### src/rtl/nios_system_nios2_mult_unit_if.sv
// Operand/result handshake bundle for the Nios II multiply unit.
// master = operand source and result consumer; slave = the multiply unit.
interface nios_system_nios2_mult_unit_if #(
  parameter int unsigned WIDTH = 32
);
  logic             in_valid;
  logic             in_ready;
  logic [1:0]       op;
  logic [WIDTH-1:0] src1;
  logic [WIDTH-1:0] src2;
  logic             out_valid;
  logic             out_ready;
  logic [WIDTH-1:0] result;

  modport master (
    output in_valid, op, src1, src2, out_ready,
    input  in_ready, out_valid, result
  );

  modport slave (
    input  in_valid, op, src1, src2, out_ready,
    output in_ready, out_valid, result
  );
endinterface

### src/rtl/nios_system_nios2_mult_unit.sv
// Pipelined WIDTH x WIDTH multiplier returning the low word (MUL) or the high word with
// per-opcode operand signedness (MULXUU/MULXSU/MULXSS), with valid/ready flow control and flush.
module nios_system_nios2_mult_unit #(
  parameter int unsigned WIDTH  = 32,
  parameter int unsigned STAGES = 2
) (
  input logic                          clk,
  input logic                          reset_n,
  input logic                          flush,
  nios_system_nios2_mult_unit_if.slave bus
);

  localparam int unsigned PW = 2 * WIDTH;

  logic             advance;
  logic             accept;
  logic             a_sign;
  logic             b_sign;
  logic [PW-1:0]    a_ext;
  logic [PW-1:0]    b_ext;
  logic [PW-1:0]    prod;
  logic [WIDTH-1:0] word;

  logic [STAGES-1:0] v_q, v_d;
  logic [WIDTH-1:0]  data_q [STAGES];
  logic [WIDTH-1:0]  data_d [STAGES];

  // Extending both operands to 2*WIDTH makes a plain modular product bit-exact
  // for every signedness combination.
  always_comb begin
    a_sign = bus.op[1] & bus.src1[WIDTH-1];
    b_sign = (bus.op == 2'b11) & bus.src2[WIDTH-1];
    a_ext  = {{WIDTH{a_sign}}, bus.src1};
    b_ext  = {{WIDTH{b_sign}}, bus.src2};
    prod   = a_ext * b_ext;
    word   = (bus.op == 2'b00) ? prod[WIDTH-1:0] : prod[PW-1:WIDTH];
  end

  always_comb begin
    advance = ~v_q[STAGES-1] | bus.out_ready;
    accept  = bus.in_valid & advance & ~flush;
  end

  assign bus.in_ready  = advance & ~flush;
  assign bus.out_valid = v_q[STAGES-1];
  assign bus.result    = data_q[STAGES-1];

  always_comb begin
    v_d    = v_q;
    data_d = data_q;
    if (advance) begin
      v_d[0] = accept;
      if (accept) begin
        data_d[0] = word;
      end
      for (int i = 1; i < int'(STAGES); i++) begin
        v_d[i]    = v_q[i-1];
        data_d[i] = data_q[i-1];
      end
    end
    // Flush empties the valid chain only; data is left as-is.
    if (flush) begin
      v_d = '0;
    end
  end

  always_ff @(posedge clk or negedge reset_n) begin
    if (!reset_n) begin
      v_q <= '0;
      for (int i = 0; i < int'(STAGES); i++) begin
        data_q[i] <= '0;
      end
    end else begin
      v_q    <= v_d;
      data_q <= data_d;
    end
  end

endmodule

### src/flat_wrapper.sv
// flat-port wrapper written by rule: the top's interface ports become plain ports
module nios_system_nios2_mult_unit_flat 
#(
  parameter int unsigned WIDTH  = 32,
  parameter int unsigned STAGES = 2
)
  (clk, reset_n, flush, bus_in_valid, bus_op, bus_src1, bus_src2, bus_out_ready, bus_in_ready, bus_out_valid, bus_result);
  nios_system_nios2_mult_unit_if #(.WIDTH(WIDTH)) bus_i ();
  input logic clk;
  input logic reset_n;
  input logic flush;
  input wire logic [$bits(bus_i.in_valid)-1:0] bus_in_valid;
  input wire logic [$bits(bus_i.op)-1:0] bus_op;
  input wire logic [$bits(bus_i.src1)-1:0] bus_src1;
  input wire logic [$bits(bus_i.src2)-1:0] bus_src2;
  input wire logic [$bits(bus_i.out_ready)-1:0] bus_out_ready;
  output wire logic [$bits(bus_i.in_ready)-1:0] bus_in_ready;
  output wire logic [$bits(bus_i.out_valid)-1:0] bus_out_valid;
  output wire logic [$bits(bus_i.result)-1:0] bus_result;
  assign bus_i.in_valid = bus_in_valid;
  assign bus_i.op = bus_op;
  assign bus_i.src1 = bus_src1;
  assign bus_i.src2 = bus_src2;
  assign bus_i.out_ready = bus_out_ready;
  assign bus_in_ready = bus_i.in_ready;
  assign bus_out_valid = bus_i.out_valid;
  assign bus_result = bus_i.result;
  nios_system_nios2_mult_unit #(.WIDTH(WIDTH), .STAGES(STAGES)) u_core (.clk(clk), .reset_n(reset_n), .flush(flush), .bus(bus_i));
endmodule
### config.mk
export PLATFORM = sky130hd
export DESIGN_NAME = nios_system_nios2_mult_unit_flat
export DESIGN_NICKNAME = d
export VERILOG_FILES = /design/src/rtl/nios_system_nios2_mult_unit_if.sv /design/src/rtl/nios_system_nios2_mult_unit.sv /design/src/flat_wrapper.sv
export SDC_FILE = /design/constraint.sdc
export NUM_CORES = 2
export LEC_CHECK = 0
export CORE_MARGIN = 2
export CORE_UTILIZATION = 50
export DETAILED_ROUTE_END_ITERATION = 6
export GPL_ROUTABILITY_DRIVEN = 0
export PLACE_DENSITY = 0.7
export SLEW_MARGIN = 20
export SYNTH_ARGS = -nofsm -noshare
export SYNTH_HDL_FRONTEND = slang
export SYNTH_SLANG_ARGS = --single-unit
### constraint.sdc
create_clock -name clk -period 2 [get_ports clk]
set_input_delay 0.4 -clock clk [delete_from_list [all_inputs] [get_ports clk]]
set_output_delay 0.4 -clock clk [all_outputs]
set_load 0.02 [all_outputs]
Word-level counts from Yosys, hierarchy flattened
Cells that the tools add are included.
{"block": "totals", "register_bits": 66, "input_bits": 71, "output_inout_bits": 34, "wordCells": 19}
{"block": "op_classes", "multipliers": 1, "n_eq_ne": 1, "n_mux": 3, "bitwise_logic": 8, "n_reduce_logical": 3}
{"cell": "33-bit by 33-bit multiplier with 64-bit output", "n": 1}
{"cell": "32-bit two-way mux", "n": 1}
{"cell": "1-bit AND", "n": 5}
{"cell": "2-bit two-way mux", "n": 2}
{"cell": "2-bit == test (second input constant)", "n": 1}
{"cell": "2-bit zero test", "n": 1}
{"cell": "1-bit NOT", "n": 2}
{"cell": "2-bit AND reduction", "n": 1}
{"cell": "2-bit nonzero test", "n": 1}
{"cell": "1-bit bitwise OR", "n": 1}

Logic depth before layout (Yosys ltp)
{"block": "depth", "depth_word": 6, "mapped_depth": 31, "mapped_depth_nobuf": 28}

Least setup slack after synthesis
Ideal clock, no wire load.
{"block": "synth_timing", "path_type": "input to register", "start": "input bus_src1[31]", "end": "register u_core.data_q[62] in the netlist's numbering", "setup_ns": 0.136, "arrival_time_ns": 7.682, "t_required_ns": 1.864, "path_slack_ns": -5.818, "path_stages": 29, "path_buffers": 3, "path_cell_list": "clkbuf_1 -> and2_1 -> clkbuf_1 -> nand2_1 -> inv_1 -> fa_1 -> fa_1 -> fa_1 -> inv_1 -> fa_1 -> inv_1 -> fa_1 -> fa_1 -> inv_1 -> fa_1 -> fa_1 -> inv_1 -> ha_1 -> clkbuf_1 -> a21oi_1 -> o21ai_0 -> a21bo_2 -> a311oi_1 -> and3_1 -> o21ai_1 -> a311oi_1 -> o21ai_0 -> xnor2_1 -> a21oi_1"}
{"block": "synth_between", "elab_chain_cells": 3}
{"element": "start: declaration", "line_no": "flat_wrapper.sv:14", "text": "input wire logic [$bits(bus_i.src1)-1:0] bus_src1;"}
{"element": "1-bit AND", "line_no": "nios_system_nios2_mult_unit.sv:31", "text": "a_sign = bus.op[1] & bus.src1[WIDTH-1];"}
{"element": "33-bit by 33-bit multiplier with 64-bit output (*)", "line_no": "nios_system_nios2_mult_unit.sv:35", "text": "prod = a_ext * b_ext;"}
{"element": "32-bit two-way mux (*)", "line_no": "nios_system_nios2_mult_unit.sv:36", "text": "word = (bus.op == 2'b00) ? prod[WIDTH-1:0] : prod[PW-1:WIDTH];"}
{"element": "end signal: assignment", "line_no": "nios_system_nios2_mult_unit.sv:75", "text": "data_q <= data_d;"}
{"element": "end: declaration", "line_no": "nios_system_nios2_mult_unit.sv:25", "text": "logic [WIDTH-1:0] data_q [STAGES];"}
Mark *: on every way between the ends. The rest lies on a longest branch, timed or not.
A chain may end at the register's enable or synchronous reset.

Final worst setup path
{"block": "layout_timing", "start": "input bus_src1[14]", "end": "register u_core.data_q[62] in the netlist's numbering"}
{"block": "layout_between", "elab_chain_cells": 2}
{"element": "33-bit by 33-bit multiplier with 64-bit output", "line_no": "nios_system_nios2_mult_unit.sv:35"}
{"element": "32-bit two-way mux", "line_no": "nios_system_nios2_mult_unit.sv:36"}
No other way between the ends.

==> impl_metrics.csv <==
group,metric,value,unit
outcome,outcome,"finished with violations",
outcome,violations,"setup timing",
critical_path,r2r_slack,180,ps
synthesis,synthesis.area,40800,um2
critical_path,reg2reg_to,"u_core.data_q[61]",
sta,fin_crit,7360,ps
drt,ant_nets,0,
synthesis,yosysWarnings,0,
drt,vias,34100,
sta,finalSetupViolCount,32,
sta,fmax,136,MHz
critical_path,critical_path.startpoint_type,"input port",
synthesis,synth_top_area_cell,"fa_1",
grt,grt.overflow.total,0,
critical_path,cp.arrival,7550,ps
synthesis,synth_top_cell_area_share,55.2,%
clock_network,clkTransAtPathRegs,60,ps
min_path,hold_class,"in2async",
run,drv_cap,0,
synthesis,synth-seq-cells,66,
synthesis,post_synth.cell_area_avg,9.08,um2
clock_network,cts_buffers,9,
grt,grt_pass1_wl,207000,um
sta,setup_ws,-5360,ps
critical_path,path_class,"in2reg",
floorplanning,dieArea,83900,um2
sta,hold_viol,0,
clock_network,cts.htree.levels,3,
grt,grt_max_degree,67,
critical_path,crit_path_start,"bus_src1[14]",
synthesis,synth.distinct_cells,71,
critical_path,worst_path_largest_cell_delay,670,ps
final_layout,ff_latch_area,1650,um2
sta,tightest_slew,673,ps
sta,fin_tns_setup,-165360,ps
floorplanning,chipHeight,290,um
sta,timing.slew.headroom,54.6,%
floorplanning,start_util,50.6,%
synthesis,syn_inst,4494,
synthesis,synth_nets,5902,
clock_network,cts_tree,"yes",
place,dp_hpwl,96900,um
drt,wl_per_cell,22.0,um
drt,drcViolationCount,0,
final_layout,nFillCells,5799,
drt,drtIter0Drc,3016,
sta,slew_violations,0,
final_layout,drive_above_1_share,26.5,%
final_layout,fin_nets,6510,
place,preCtsSetupSlack,-6150,ps
critical_path,crit_slowest_cell,"fa_1",
synthesis,ys_seq_area_share,4.05,%
synthesis,synth-edff-count,0,
critical_path,endpoint_kind,"register",
critical_path,worstPathRequired,2190,ps
grt,grtUsageTotal,32.5,%
clock_network,clock-sinks,66,
critical_path,r2r-start,"u_core.v_q[1]",
place,port_buffers,104,
clock_network,cts-root-buf,"clkbuf_16",
drt,vias_per_cell,5.54,
critical_path,r2r_cells,7,
grt,antenna_found_initial,6,
clock_network,clock_latency,330,ps
final_layout,multi_input_area,35800,um2
critical_path,crit_path_frequent_cell,"fa_1",
sta,rsz0062_at_grt,"yes",
sta,period_share,368,%
sta,finClkSkew,9.97,ps
floorplanning,die_x,290,um
synthesis,ys.flop_type,"dfrtp_1",
floorplanning,num_rows,104,
clock_network,clockBufferDepth,2,
drt,totalWireLength,136000,um
floorplanning,design.core.area,80700,um2
final_layout,area_delta_synth_final,30.4,%
synthesis,synth.area.top_cells,"fa_1 55%, inv_1 11%, nand2_1 7.6%",
drt,dr.pass1.iters,7,
grt,grt_pass1_vias,38100,
synthesis,synth-async-reset-ratio,100,%
critical_path,critPathMaxFanout,7,
floorplanning,ios,105,
flip-flops by register name, indices dropped and copies added, names as in the netlist:
register,count
u_core.bus.result,32
u_core.data_q,32
u_core.v_q,2
worst max-delay path by stage:
stage,cells past startpoint,endpoint,slack [ps]
2_1_floorplan,25,u_core.data_q[61],-5250
3_3_place_gp,24,u_core.data_q[62],-6090
3_5_place_dp,24,u_core.data_q[61],-6150
4_1_cts,30,u_core.data_q[34],-5200
5_1_grt,29,u_core.data_q[58],-5540
6_report,29,u_core.data_q[62],-5360
repair_timing:
item                                    CTS  global route
hold buffers                              0             0
endpoints found under the setup margin   33            32
gates resized for setup                 685           350
pin swaps                               320           305
setup buffers                           162            71
gates cloned                             37             5
layer usage:
layer / vias to the layer above / routed length [um] / global-route usage [%]
met2: 2023 / 64700 / 53.5
met3: 601 / 15300 / 8.91
met4: 4 / 8800 / 16.1
li1: 14100 / - / -
met1: 17500 / 46900 / 39.5
met5: - / 34 / 0
per-stage QoR:
step | instance area, um2 | cells | utilization (%) | hold slack [ps]
3_5_place_dp | 47400 | 5902 | 58.8 | 444
4_1_cts | 51800 | 6106 | 64.2 | 91.0
6_report | 53200 | 6168 | 66.0 | 74.3
5_1_grt | 53200 | 6168 | 66.0 | 104
2_1_floorplan | 41500 | 4494 | - | 104
3_3_place_gp | 47400 | 5902 | 58.8 | 443
placed cells by master, fill, tap and decap left out, types with 23 or more instances in the layout:
master and count:
dfrtp_1 66, fa_1 1053, o21ai_1 30, and3_1 24
inv_1 1056, and2_4 43, ha_1 171, nand2_4 26
a21oi_2 37, xnor2_1 41, nor2_1 66, fa_2 72
mux2_2 32, a21o_1 23, buf_8 37, nand2_2 37
nand2_1 765, a21oi_1 43, clkdlybuf4s50_1 37, and2_1 234
buf_6 103, ha_4 38, buf_4 492, buf_12 129
inv_2 93
cells by family after synthesis:
group	after synthesis	share of synthesized area (%)
buf+inv	1427	13.4
fa+ha+maj	1337	61.7
simple gates	1288	14.1
compound gates	269	4.19
xor+xnor	71	1.52
flops	66	4.05
mux	36	0.981
synth_stat cells, types with 5 or more instances:
master	n
a21o_1	23
o21a_1	7
and3_1	29
mux2_2	32
a22oi_1	6
o21bai_1	12
o211ai_1	5
fa_1	1125
dfrtp_1	66
ha_1	212
buf_2	7
or2_2	10
nand4_1	15
nand2_1	829
and2_1	277
xor2_1	19
inv_1	1156
o21ai_1	5
nor3_1	12
clkbuf_1	232
xnor2_1	52
buf_4	32
a21oi_1	92
nand3_1	13
nor2_1	80
o21ai_0	63
nor2b_1	6
a31oi_1	7
critical path: cells and delay by family:
family | cells | cell delay (ps)
buf+inv | 9 | 920
fa+ha+maj | 9 | 4450
simple gates | 2 | 310
xor+xnor | 1 | 140
compound gates | 8 | 1300
final cells by class:
cell class,count,share of cell area [%]
antenna,1,0.00470
sequential,66,3.10
inverter,1156,8.19
timing repair buffer,868,18.4
multi-input combinational,3001,67.2
clock inverter,5,0.118
tap,1060,2.49
clock buffer,11,0.456
Power is left out: the tool's default activity adds up to more than one toggle a clock period on the data nets, which glitch-free logic cannot reach.
